## config.mk

```make
export PLATFORM = sky130hd
export DESIGN_NAME = shift_sequencer
export DESIGN_NICKNAME = d
export VERILOG_FILES = /design/src/rtl/shift_sequencer.sv
export SDC_FILE = /design/constraint.sdc
export NUM_CORES = 1
export LEC_CHECK = 0
export CORE_ASPECT_RATIO = 1.75
export CORE_MARGIN = 3
export CORE_UTILIZATION = 33
export CTS_CLUSTER_SIZE = 8
export DETAILED_ROUTE_END_ITERATION = 7
export HOLD_SLACK_MARGIN = 0.03
export SLEW_MARGIN = 5
export SYNTH_ARGS = -nofsm -noshare
export SYNTH_HDL_FRONTEND = slang
export SYNTH_SLANG_ARGS = --single-unit
```

## constraint.sdc

```tcl
create_clock -name clk -period 1.9 [get_ports clk]
set_input_delay 0.475 -clock clk [delete_from_list [all_inputs] [get_ports clk]]
set_output_delay 0.475 -clock clk [all_outputs]
set_load 0.1 [all_outputs]
```

## src/rtl/shift_sequencer.sv

```systemverilog
// Command-driven sequencer for an N-bit universal shift register unit: accepts one
// command at a time and paces load/shift steps, then reports the resulting value.
module shift_sequencer #(
    parameter int unsigned N   = 8,
    parameter int unsigned DIV = 4,
    parameter int unsigned CW  = $clog2(N) + 1
) (
    input  logic          clk,
    input  logic          rst,
    input  logic          cmd_valid,
    output logic          cmd_ready,
    input  logic [2:0]    cmd_op,
    input  logic [CW-1:0] cmd_count,
    input  logic [N-1:0]  cmd_data,
    input  logic          ser_in,
    input  logic [N-1:0]  fu_q,
    output logic [2:0]    fu_s,
    output logic          fu_enable,
    output logic [N-1:0]  fu_d,
    output logic          fu_msb_in,
    output logic          fu_lsb_in,
    output logic          ser_out,
    output logic          busy,
    output logic          done,
    output logic [N-1:0]  result
);

    localparam int unsigned PW = (DIV > 1) ? $clog2(DIV) : 1;
    localparam logic [PW-1:0] PRESC_LAST = PW'(DIV - 1);

    typedef enum logic [1:0] {
        IDLE  = 2'd0,
        LOAD  = 2'd1,
        SHIFT = 2'd2,
        DONE  = 2'd3
    } state_t;

    state_t        state_q, state_d;
    logic [2:0]    op_q, op_d;
    logic [N-1:0]  data_q, data_d;
    logic [PW-1:0] presc_q, presc_d;
    logic [CW-1:0] remain_q, remain_d;
    logic [2:0]    fu_s_d;
    logic          fu_enable_d;
    logic [N-1:0]  fu_d_d;

    // State, command latches and registered unit controls (computed from next state)
    always_ff @(posedge clk) begin
        if (rst) begin
            state_q   <= IDLE;
            op_q      <= 3'd0;
            data_q    <= '0;
            presc_q   <= '0;
            remain_q  <= '0;
            fu_s      <= 3'd0;
            fu_enable <= 1'b0;
            fu_d      <= '0;
            done      <= 1'b0;
            busy      <= 1'b0;
            result    <= '0;
        end else begin
            state_q   <= state_d;
            op_q      <= op_d;
            data_q    <= data_d;
            presc_q   <= presc_d;
            remain_q  <= remain_d;
            fu_s      <= fu_s_d;
            fu_enable <= fu_enable_d;
            fu_d      <= fu_d_d;
            done      <= (state_d == DONE);
            busy      <= (state_d != IDLE);
            if (state_q == DONE) begin
                result <= fu_q;
            end
        end
    end

    // Next-state logic; a step fires on the last prescaler count
    always_comb begin
        state_d  = state_q;
        op_d     = op_q;
        data_d   = data_q;
        presc_d  = presc_q;
        remain_d = remain_q;
        case (state_q)
            IDLE: begin
                if (cmd_valid) begin
                    op_d     = cmd_op;
                    data_d   = cmd_data;
                    presc_d  = '0;
                    remain_d = cmd_count;
                    if (cmd_op == 3'd1) begin
                        state_d = LOAD;
                    end else if (cmd_op == 3'd0 || cmd_count == '0) begin
                        state_d = DONE;
                    end else begin
                        state_d = SHIFT;
                    end
                end
            end
            LOAD: state_d = DONE;
            SHIFT: begin
                if (presc_q == PRESC_LAST) begin
                    presc_d  = '0;
                    remain_d = remain_q - CW'(1);
                    if (remain_q == CW'(1)) begin
                        state_d = DONE;
                    end
                end else begin
                    presc_d = presc_q + PW'(1);
                end
            end
            DONE: state_d = IDLE;
            default: state_d = IDLE;
        endcase

        fu_s_d      = (state_d == LOAD || state_d == SHIFT) ? op_d : 3'd0;
        fu_enable_d = (state_d == LOAD) || (state_d == SHIFT && presc_d == PRESC_LAST);
        fu_d_d      = (state_d == LOAD) ? data_d : '0;
    end

    assign cmd_ready = (state_q == IDLE) && !rst;
    assign fu_msb_in = (op_q == 3'd2) && ser_in;
    assign fu_lsb_in = (op_q == 3'd3) && ser_in;

    // Bit that leaves the register on the next step of the latched op
    always_comb begin
        ser_out = 1'b0;
        case (op_q)
            3'd2, 3'd4, 3'd6: ser_out = fu_q[0];
            3'd3, 3'd5, 3'd7: ser_out = fu_q[N-1];
            default:          ser_out = 1'b0;
        endcase
    end

endmodule

```

Word level (Yosys, flattened, before mapping)
Index checks and enable logic that the tools add are counted.
{"block": "totals", "word_cells": 68, "reg_bits": 41, "output_inout_bits": 26}
{"block": "classes", "add_sub_neg": 2, "n_reduce_logical": 18, "bitwise_logic": 2, "n_eq_ne": 18, "mux": 17}
{"operator": "8-bit 2-to-1 mux", "n": 2}
{"operator": "2-bit equality test, second input constant", "n": 6}
{"operator": "3-bit equality test, second input constant", "n": 4}
{"operator": "2-bit 2-to-1 mux", "n": 6}
{"operator": "4-bit 2-to-1 mux", "n": 2}
{"operator": "2-bit case mux with 4 select lines", "n": 1}
{"operator": "4-bit case mux with 2 select lines", "n": 1}
{"operator": "3-bit by 2-bit equality test with 1-bit output, second input constant", "n": 2}
{"operator": "3-bit 2-to-1 mux", "n": 2}
{"operator": "3-bit OR reduction", "n": 2}
{"operator": "2-bit by 1-bit equality test with 1-bit output, second input constant", "n": 2}
{"operator": "4-bit by 1-bit equality test with 1-bit output, second input constant", "n": 1}
{"operator": "1-bit logical AND", "n": 4}
{"operator": "4-bit zero test", "n": 1}
{"operator": "2-bit != test, second input constant", "n": 2}
{"operator": "2-bit case mux with 2 select lines", "n": 1}
{"operator": "2-bit nonzero test", "n": 2}
{"operator": "2-bit OR reduction", "n": 2}
{"operator": "4-bit by 1-bit subtractor with 4-bit output, second input constant", "n": 1}
{"operator": "3-bit by 1-bit equality test with 1-bit output, second input constant", "n": 1}
{"operator": "3-bit zero test", "n": 1}
{"operator": "1-bit logical OR", "n": 3}
{"operator": "3-bit AND reduction", "n": 1}
{"operator": "2-bit by 1-bit adder with 2-bit output, second input constant", "n": 1}
{"operator": "5 further kinds", "n": 6}

Longest topological paths before layout
Gate-level depths: netlist of run 1.
{"block": "logic_depth", "word_depth": 10, "ltp_mapped": 8, "depth_no_buf": 8}

Worst setup path after synthesis of run 1
Ideal clock, no wire load.
{"block": "synth_timing", "kind": "input port to output port", "from": "input ser_in", "to": "output fu_msb_in", "setup_slack_ps": -1949, "n_path_buf": 0, "path_stages": 1, "t_arrival_ps": 3374, "cell_sequence": "nor4bb_1"}
{"block": "synth_via", "elab_chain_cells": 1}
{"element": "start: declaration", "line": "15", "rtl": "input logic ser_in,"}
{"element": "1-bit logical AND", "line": "123", "rtl": "assign fu_msb_in = (op_q == 3'd2) && ser_in;"}
{"element": "end: declaration", "line": "20", "rtl": "output logic fu_msb_in,"}
Every way passes these cells.

Worst setup path after layout of run 1
{"block": "layout_timing", "from": "input rst", "to": "output cmd_ready"}
{"block": "layout_via", "elab_chain_cells": 2}
{"element": "start: declaration", "line": "9", "rtl": "input logic rst,"}
{"element": "1-bit zero test", "line": "122", "rtl": "assign cmd_ready = (state_q == IDLE) && !rst;"}
{"element": "1-bit logical AND", "line": "122"}
{"element": "end: declaration", "line": "11", "rtl": "output logic cmd_ready,"}
Every way passes these cells.

==> results.sh, run 1 <==
export IMPL_status="finished clean"
export IMPL_final_antenna_net_count=0
export IMPL_nets=275
export IMPL_path_buf_inv=2
export IMPL_holdPathStages=3
export IMPL_clock_latency_ps=290
export IMPL_grt_max_degree=32
export IMPL_cts_tree="yes"
export IMPL_htreeDepth=2
export IMPL_dp_slack_ps=-423
export IMPL_p_clk_share_pct=20.2
export IMPL_final_setup_viol_count=0
export IMPL_dr_first_iter_drc_count=27
export IMPL_grtUsageTotal_pct=14.6
export IMPL_worstMarginPinSlew_ps=562
export IMPL_clock_path_buffers=2
export IMPL_cp_slowest_cell="clkdlybuf4s50_1"
export IMPL_drc=0
export IMPL_grt_pass1_vias=1474
export IMPL_cts_made_buffers=5
export IMPL_synth_area_mm2=0.00166
export IMPL_fin_skew_ps=7.29
export IMPL_die_y_um=99.9
export IMPL_reg2reg_depth=7
export IMPL_cp_required_ps=1420
export IMPL_finalMaxSlewViolations=0
export IMPL_rrSetupSlack_ps=160
export IMPL_cts_hold_buffers_added=0
export IMPL_slowest_delay_ps=530
export IMPL_ys_warnings_count=0
export IMPL_ys_seq_elements=41
export IMPL_critical_path_top_delay_family="buffers and inverters"
export IMPL_path_cells="clkdlybuf4s50_1 > nor2b_4 > buf_12"
export IMPL_slew_headroom_pct=62.5
export IMPL_port_buffer_count=52
export IMPL_grt_pass1_wl_mm=6.58
export IMPL_pwr_share_comb_pct=42.5
export IMPL_finalCritPeriodShare_pct=96.9
export IMPL_gp_congestion=0.790
export IMPL_dieWidth_um=59.6
export IMPL_hpwl_mm=3.15
export IMPL_antenna_found_initial=0
export IMPL_start_kind="input pin"
export IMPL_fin_crit_ps=1840
export IMPL_p_leak_nw=1.18
export IMPL_hold_viol=0
export IMPL_avgViaCountPerCell=4.95
export IMPL_synth_largest_area_cell="dfxtp_1"
export IMPL_hold_end="result[7]"
export IMPL_syn_nets=205
export IMPL_critPathKind="input pin to output pin"
export IMPL_start_util_pct=34.7
export IMPL_die_area_mm2=0.00596
export IMPL_ys_seq_area_share_pct=49.4
export IMPL_hold_class="input pin to flop"
export IMPL_totalWireLength_mm=4.02
export IMPL_post_cts_buffers=0
export IMPL_path_clk_slew_ps=80
export IMPL_min_from="fu_q[7]"
export IMPL_max_cap_viol_count=0
export IMPL_power_frac_seq_pct=37.3
export IMPL_powerDensity_mw_per_mm2=998
export IMPL_r2r_start="state_q[1]"
export IMPL_cts_root_buffer_cell="clkbuf_8"
export IMPL_cts_sinks=41
export IMPL_swShare_pct=37.9
export IMPL_switching_power_mw=1.05
export IMPL_post_drt_wl_per_cell_um=13.8
export IMPL_avgSynthCellArea_um2=9.89
export IMPL_timing_final_ws_setup_ps=58.1
export IMPL_crit_path_end_kind="output pin"
export IMPL_yosys_top_cells_area="dfxtp_1 49%, mux2i_1 13%, ha_1 7.5%"
export IMPL_timing_hold_ws_ps=480
export IMPL_internal_power_mw=1.72
export IMPL_synth_top_area_share_pct=49.4
export IMPL_drive_gt1_share_pct=26.8
export IMPL_cp_max_fo=4
export IMPL_core_area_mm2=0.00479
export IMPL_overflow=0
export IMPL_peakVddDrop_v=0.000710
export IMPL_pin_count=53
export IMPL_fmax_mhz=543
export IMPL_ys_types=31
export IMPL_num_antenna_cells=0
export IMPL_area_delta_synth_final_pct=66.9
export IMPL_firstDrtPassIters=4
export IMPL_crit_arrival_ps=1370
export IMPL_core_rowCount=33
export IMPL_vias=1439
export IMPL_timing_rr_end="remain_q[2]"
export IMPL_syn_inst=168
==> Yosys cell counts <==
library cell  count
a21oi_1           2
a22oi_1           1
a31oi_1           4
and2b_1           1
and3_1            1
and4b_1           2
buf_2             1
clkbuf_1          7
dfxtp_1          41
ha_1             10
inv_1            11
mux2i_1          21
mux2i_2           1
nand2_1           2
nand3_1           2
nand4bb_1         1
nor2_1           32
nor2b_1           7
nor3_1            4
nor4_1            1
nor4bb_1          1
o21ai_0           3
o221ai_1          1
o22ai_1           1
o311a_1           1
o311ai_0          2
o31a_1            1
o31ai_1           1
o41ai_1           3
or2_2             1
or4_1             1
==> tightest hold or removal path: stages <==
cell and delay (ps):
dlymetal6s2s_1 110, mux2i_1 80, nor2_1 70
==> area by class of cell <==
class	instances	area, µm²
timing repair buffer	71	935
tap	52	65.1
clock buffer	5	68.8
multi-input combinational	108	823
clock inverter	3	17.5
sequential	41	822
inverter	11	41.3
fill	428	2020
==> per-layer routing <==
metal | track usage (%) | share of wire [%] | up-vias
met5 | 0 | 0 | -
met4 | 5.63 | 1.9 | 0
met3 | 5.41 | 6.5 | 6
met2 | 26.8 | 56 | 35
met1 | 14.0 | 36 | 683
li1 | - | - | 715
==> cell usage in the layout, fill, tap and decap left out, drive strengths merged, types with 2 or more instances in the layout <==
cell and n:
ha 10, nor3 4, nor2b 7, o41ai 3, dfxtp 41, a31oi 4
o21ai 3, clkdlybuf4s50 22, dlygate4sd2 3, clkbuf 5, mux2i 22, o311ai 2
nand2 2, buf 45, clkinv 2, nand3 2, inv 11, nor2 32
and4b 2, a21oi 2
==> state kept, by name, summed over array words and instances (netlist names), 2 cells and up <==
name	cells
presc_q	2
op_q	3
state_q	2
fu_d	8
remain_q	4
data_q	8
result	8
fu_s	3
==> worst max path at each step <==
stage / cells after the start / slack (ps) / to / from
2_1_floorplan: 1 / -160 / fu_msb_in / ser_in
3_3_place_gp: 7 / -310 / fu_enable / cmd_valid
3_5_place_dp: 7 / -420 / fu_d[3] / cmd_count[1]
4_1_cts: 7 / 20 / fu_enable / cmd_op[1]
5_1_grt: 5 / -5 / cmd_ready / state_q[1]
6_report: 3 / 60 / cmd_ready / rst
==> what timing repair did <==
item	in CTS	in global routing
gates resized for setup	5	7
cloned	0	0
pin swaps	3	2
setup endpoints to repair	14	13
hold endpoints to repair	0	0
==> cells by family (layout without fill, tap and decap cells) <==
logic type | count (synthesis) | in the layout | share of synthesized area (%)
and+or+nand+nor | 56 | 56 | 16.6
DFF | 41 | 41 | 49.4
muxes | 22 | 22 | 13.5
AOI/OAI and AO/OA | 20 | 20 | 8.59
buffers and inverters | 19 | 90 | 4.37
adders and majority gates | 10 | 10 | 7.53
==> stage by stage <==
step	setup TNS, ps	utilization, %	total power [mW]	instance area, µm²	std cells
global placement	-4020	55.5	2.22	2660	283
CTS	0	57.3	2.80	2740	291
finish	0	57.9	2.77	2770	291
floorplan	-163	-	1.73	1690	168
global route	-5.36	57.9	2.92	2770	291
detailed placement	-5390	55.5	2.23	2660	283
==> power by group through the flow <==
stage               clock network (mW)  registers [mW]  logic [mW]
finish                           0.559            1.03        1.18
global route                     0.619            1.05        1.26
CTS                              0.587            1.04        1.18
detailed placement                   0            1.05        1.17
global placement                     0            1.05        1.16
floorplan                            0            1.30       0.433
Note: power is estimated with default switching activity, not from simulation.
==> run 2: changes to the inputs <==
- GPL_TIMING_DRIVEN: default -> 0
==> run 2 against run 1 <==
Via count shrank 3.7%. Critical endpoint is now fu_s[2]. First-iteration DRC count shrank 22%. Sequential cell count is the same. Critical path type is now input pin to flop. Maximum frequency shrank 0.49%. Cell area shrank 9.3%. Register-to-register slack lost 90 ps. Core utilization shrank 5.4 points. Die area is the same. Wire length grew 1.9%. Highest routed layer unchanged. Combinational power shrank 13%. Total power shrank 0.29%.
==> results.sh, run 2 (synthesized netlist as in run 1, its figures left out) <==
export IMPL_area_delta_synth_final_pct=51.4
export IMPL_cts_tree="yes"
export IMPL_p_leak_nw=1.04
export IMPL_cp_required_ps=2120
export IMPL_drc=0
export IMPL_core_rowCount=33
export IMPL_pin_count=53
export IMPL_port_buffer_count=51
export IMPL_final_util_pct=52.5
export IMPL_fin_setup_tns_ps=0
export IMPL_firstDrtPassIters=4
export IMPL_grt_pass1_vias=1393
export IMPL_fmax_mhz=540
export IMPL_peakVddDrop_v=0.000813
export IMPL_post_drt_wl_per_cell_um=14.7
export IMPL_critPathKind="input pin to flop"
export IMPL_powerDensity_mw_per_mm2=1100
export IMPL_cts_hold_buffers_added=0
export IMPL_hold_class="input pin to flop"
export IMPL_clock_latency_ps=300
export IMPL_cts_sinks=41
export IMPL_status="finished clean"
export IMPL_max_cap_viol_count=0
export IMPL_core_area_mm2=0.00479
export IMPL_overflow=0
export IMPL_drive_gt1_share_pct=24.2
export IMPL_grt_max_degree=15
export IMPL_final_antenna_net_count=0
export IMPL_final_common_cell="dfxtp_1"
export IMPL_nets=263
export IMPL_gp_congestion=0.751
export IMPL_final_setup_viol_count=0
export IMPL_start_kind="input pin"
export IMPL_hold_viol=0
export IMPL_die_y_um=99.9
export IMPL_clock_path_buffers=2
export IMPL_cts_root_buffer_cell="clkbuf_8"
export IMPL_finalCritPeriodShare_pct=97.4
export IMPL_die_area_mm2=0.00596
export IMPL_cts_made_buffers=5
export IMPL_crit_arrival_ps=2070
export IMPL_path_clk_slew_ps=80
export IMPL_grt_pass1_wl_mm=6.56
export IMPL_totalWireLength_mm=4.09
export IMPL_fin_crit_ps=1850
export IMPL_reg_top3="data_q x8, fu_d x8, result x8"
export IMPL_dr_first_iter_drc_count=21
export IMPL_final_cell_mix="40 x dfxtp_1, 32 x nor2_1, 22 x clkdlybuf4s15_2"
export IMPL_crit_path_end_kind="flop"
export IMPL_worstMarginPinSlew_ps=582
export IMPL_grtUsageTotal_pct=14.6
export IMPL_vias=1386
export IMPL_finalMaxSlewViolations=0
export IMPL_fin_skew_ps=4.21
export IMPL_dieWidth_um=59.6
export IMPL_cp_max_fo=3
export IMPL_antenna_found_initial=0
export IMPL_start_util_pct=34.7
export IMPL_htreeDepth=2
export IMPL_num_antenna_cells=0
export IMPL_slew_headroom_pct=61.2
export IMPL_rsz0062_at_grt="true"
export IMPL_hpwl_mm=3.09
export IMPL_avgViaCountPerCell=4.97
run 2: cell count changes in the layout (fill, tap and decap cells not counted), sizes merged, moves of 2 or more:
cell,change
buf,-39
clkdlybuf4s15,+22
clkbuf,+6
clkdlybuf4s50,-2
run 2: per-stage QoR:
stage                     hold WS [ps]  setup slack [ps]  power (mW)  std cells  instance area (µm²)
final                              468              48.9        2.76        279                 2520
after global routing               494             -47.1        2.89        279                 2520
after CTS                          505             -5.80        2.73        279                 2460
after detailed placement           481              -978        1.99        271                 2260
after global placement             475              -974        1.98        271                 2260
after floorplan                    460              -163        1.73        168                 1690
run 2: final timing paths:
kind | start | to | cells after the start | slack, ps
worst max register to register | state_q[0] | fu_enable | 8 | 70
worst max-delay path | cmd_count[0] | fu_s[2] | 6 | 50
worst min-delay path | fu_q[7] | result[7] | 3 | 470
worst min register to register | data_q[1] | data_q[1] | 2 | 500
run 2: routing by layer:
layer	track usage, %	share of wire, %	up-vias	wire, µm
met2	26.4	55	35	2270
met1	14.3	37	657	1520
met3	5.02	6.0	4	246
met5	0	0	-	0
met4	6.48	1.5	0	60
li1	-	-	690	-
run 2: final cells by class:
type,instances,area [µm²]
inverters,11,41.3
well taps,52,65.1
plain buffers,8,36.3
repair buffers,51,562
multi-input cells,108,877
clock buffers,5,68.8
fillers,448,2270
clock inverters,3,43.8
flip-flops and latches,41,822
run 2: critical path, stage by stage:
cell	delay, ps
clkdlybuf4s50_1	490
nor4_4	310
o221ai_2	160
nand3_1	150
ha_2	310
nor3_2	170
run 2: report_power, final:
| part | total [mW] | leakage, nW | internal (mW) | switching (mW) |
|---|---|---|---|---|
| clock network | 0.712 | 0.0585 | 0.394 | 0.319 |
| logic | 1.03 | 0.642 | 0.360 | 0.671 |
| registers | 1.02 | 0.335 | 0.956 | 0.0611 |
| total | 2.76 | 1.04 | 1.71 | 1.05 |
run 2: what timing repair did:
item	CTS	global route
pin swaps	3	1
setup endpoints to repair	39	16
gates resized for setup	112	13
buffers inserted	0	0
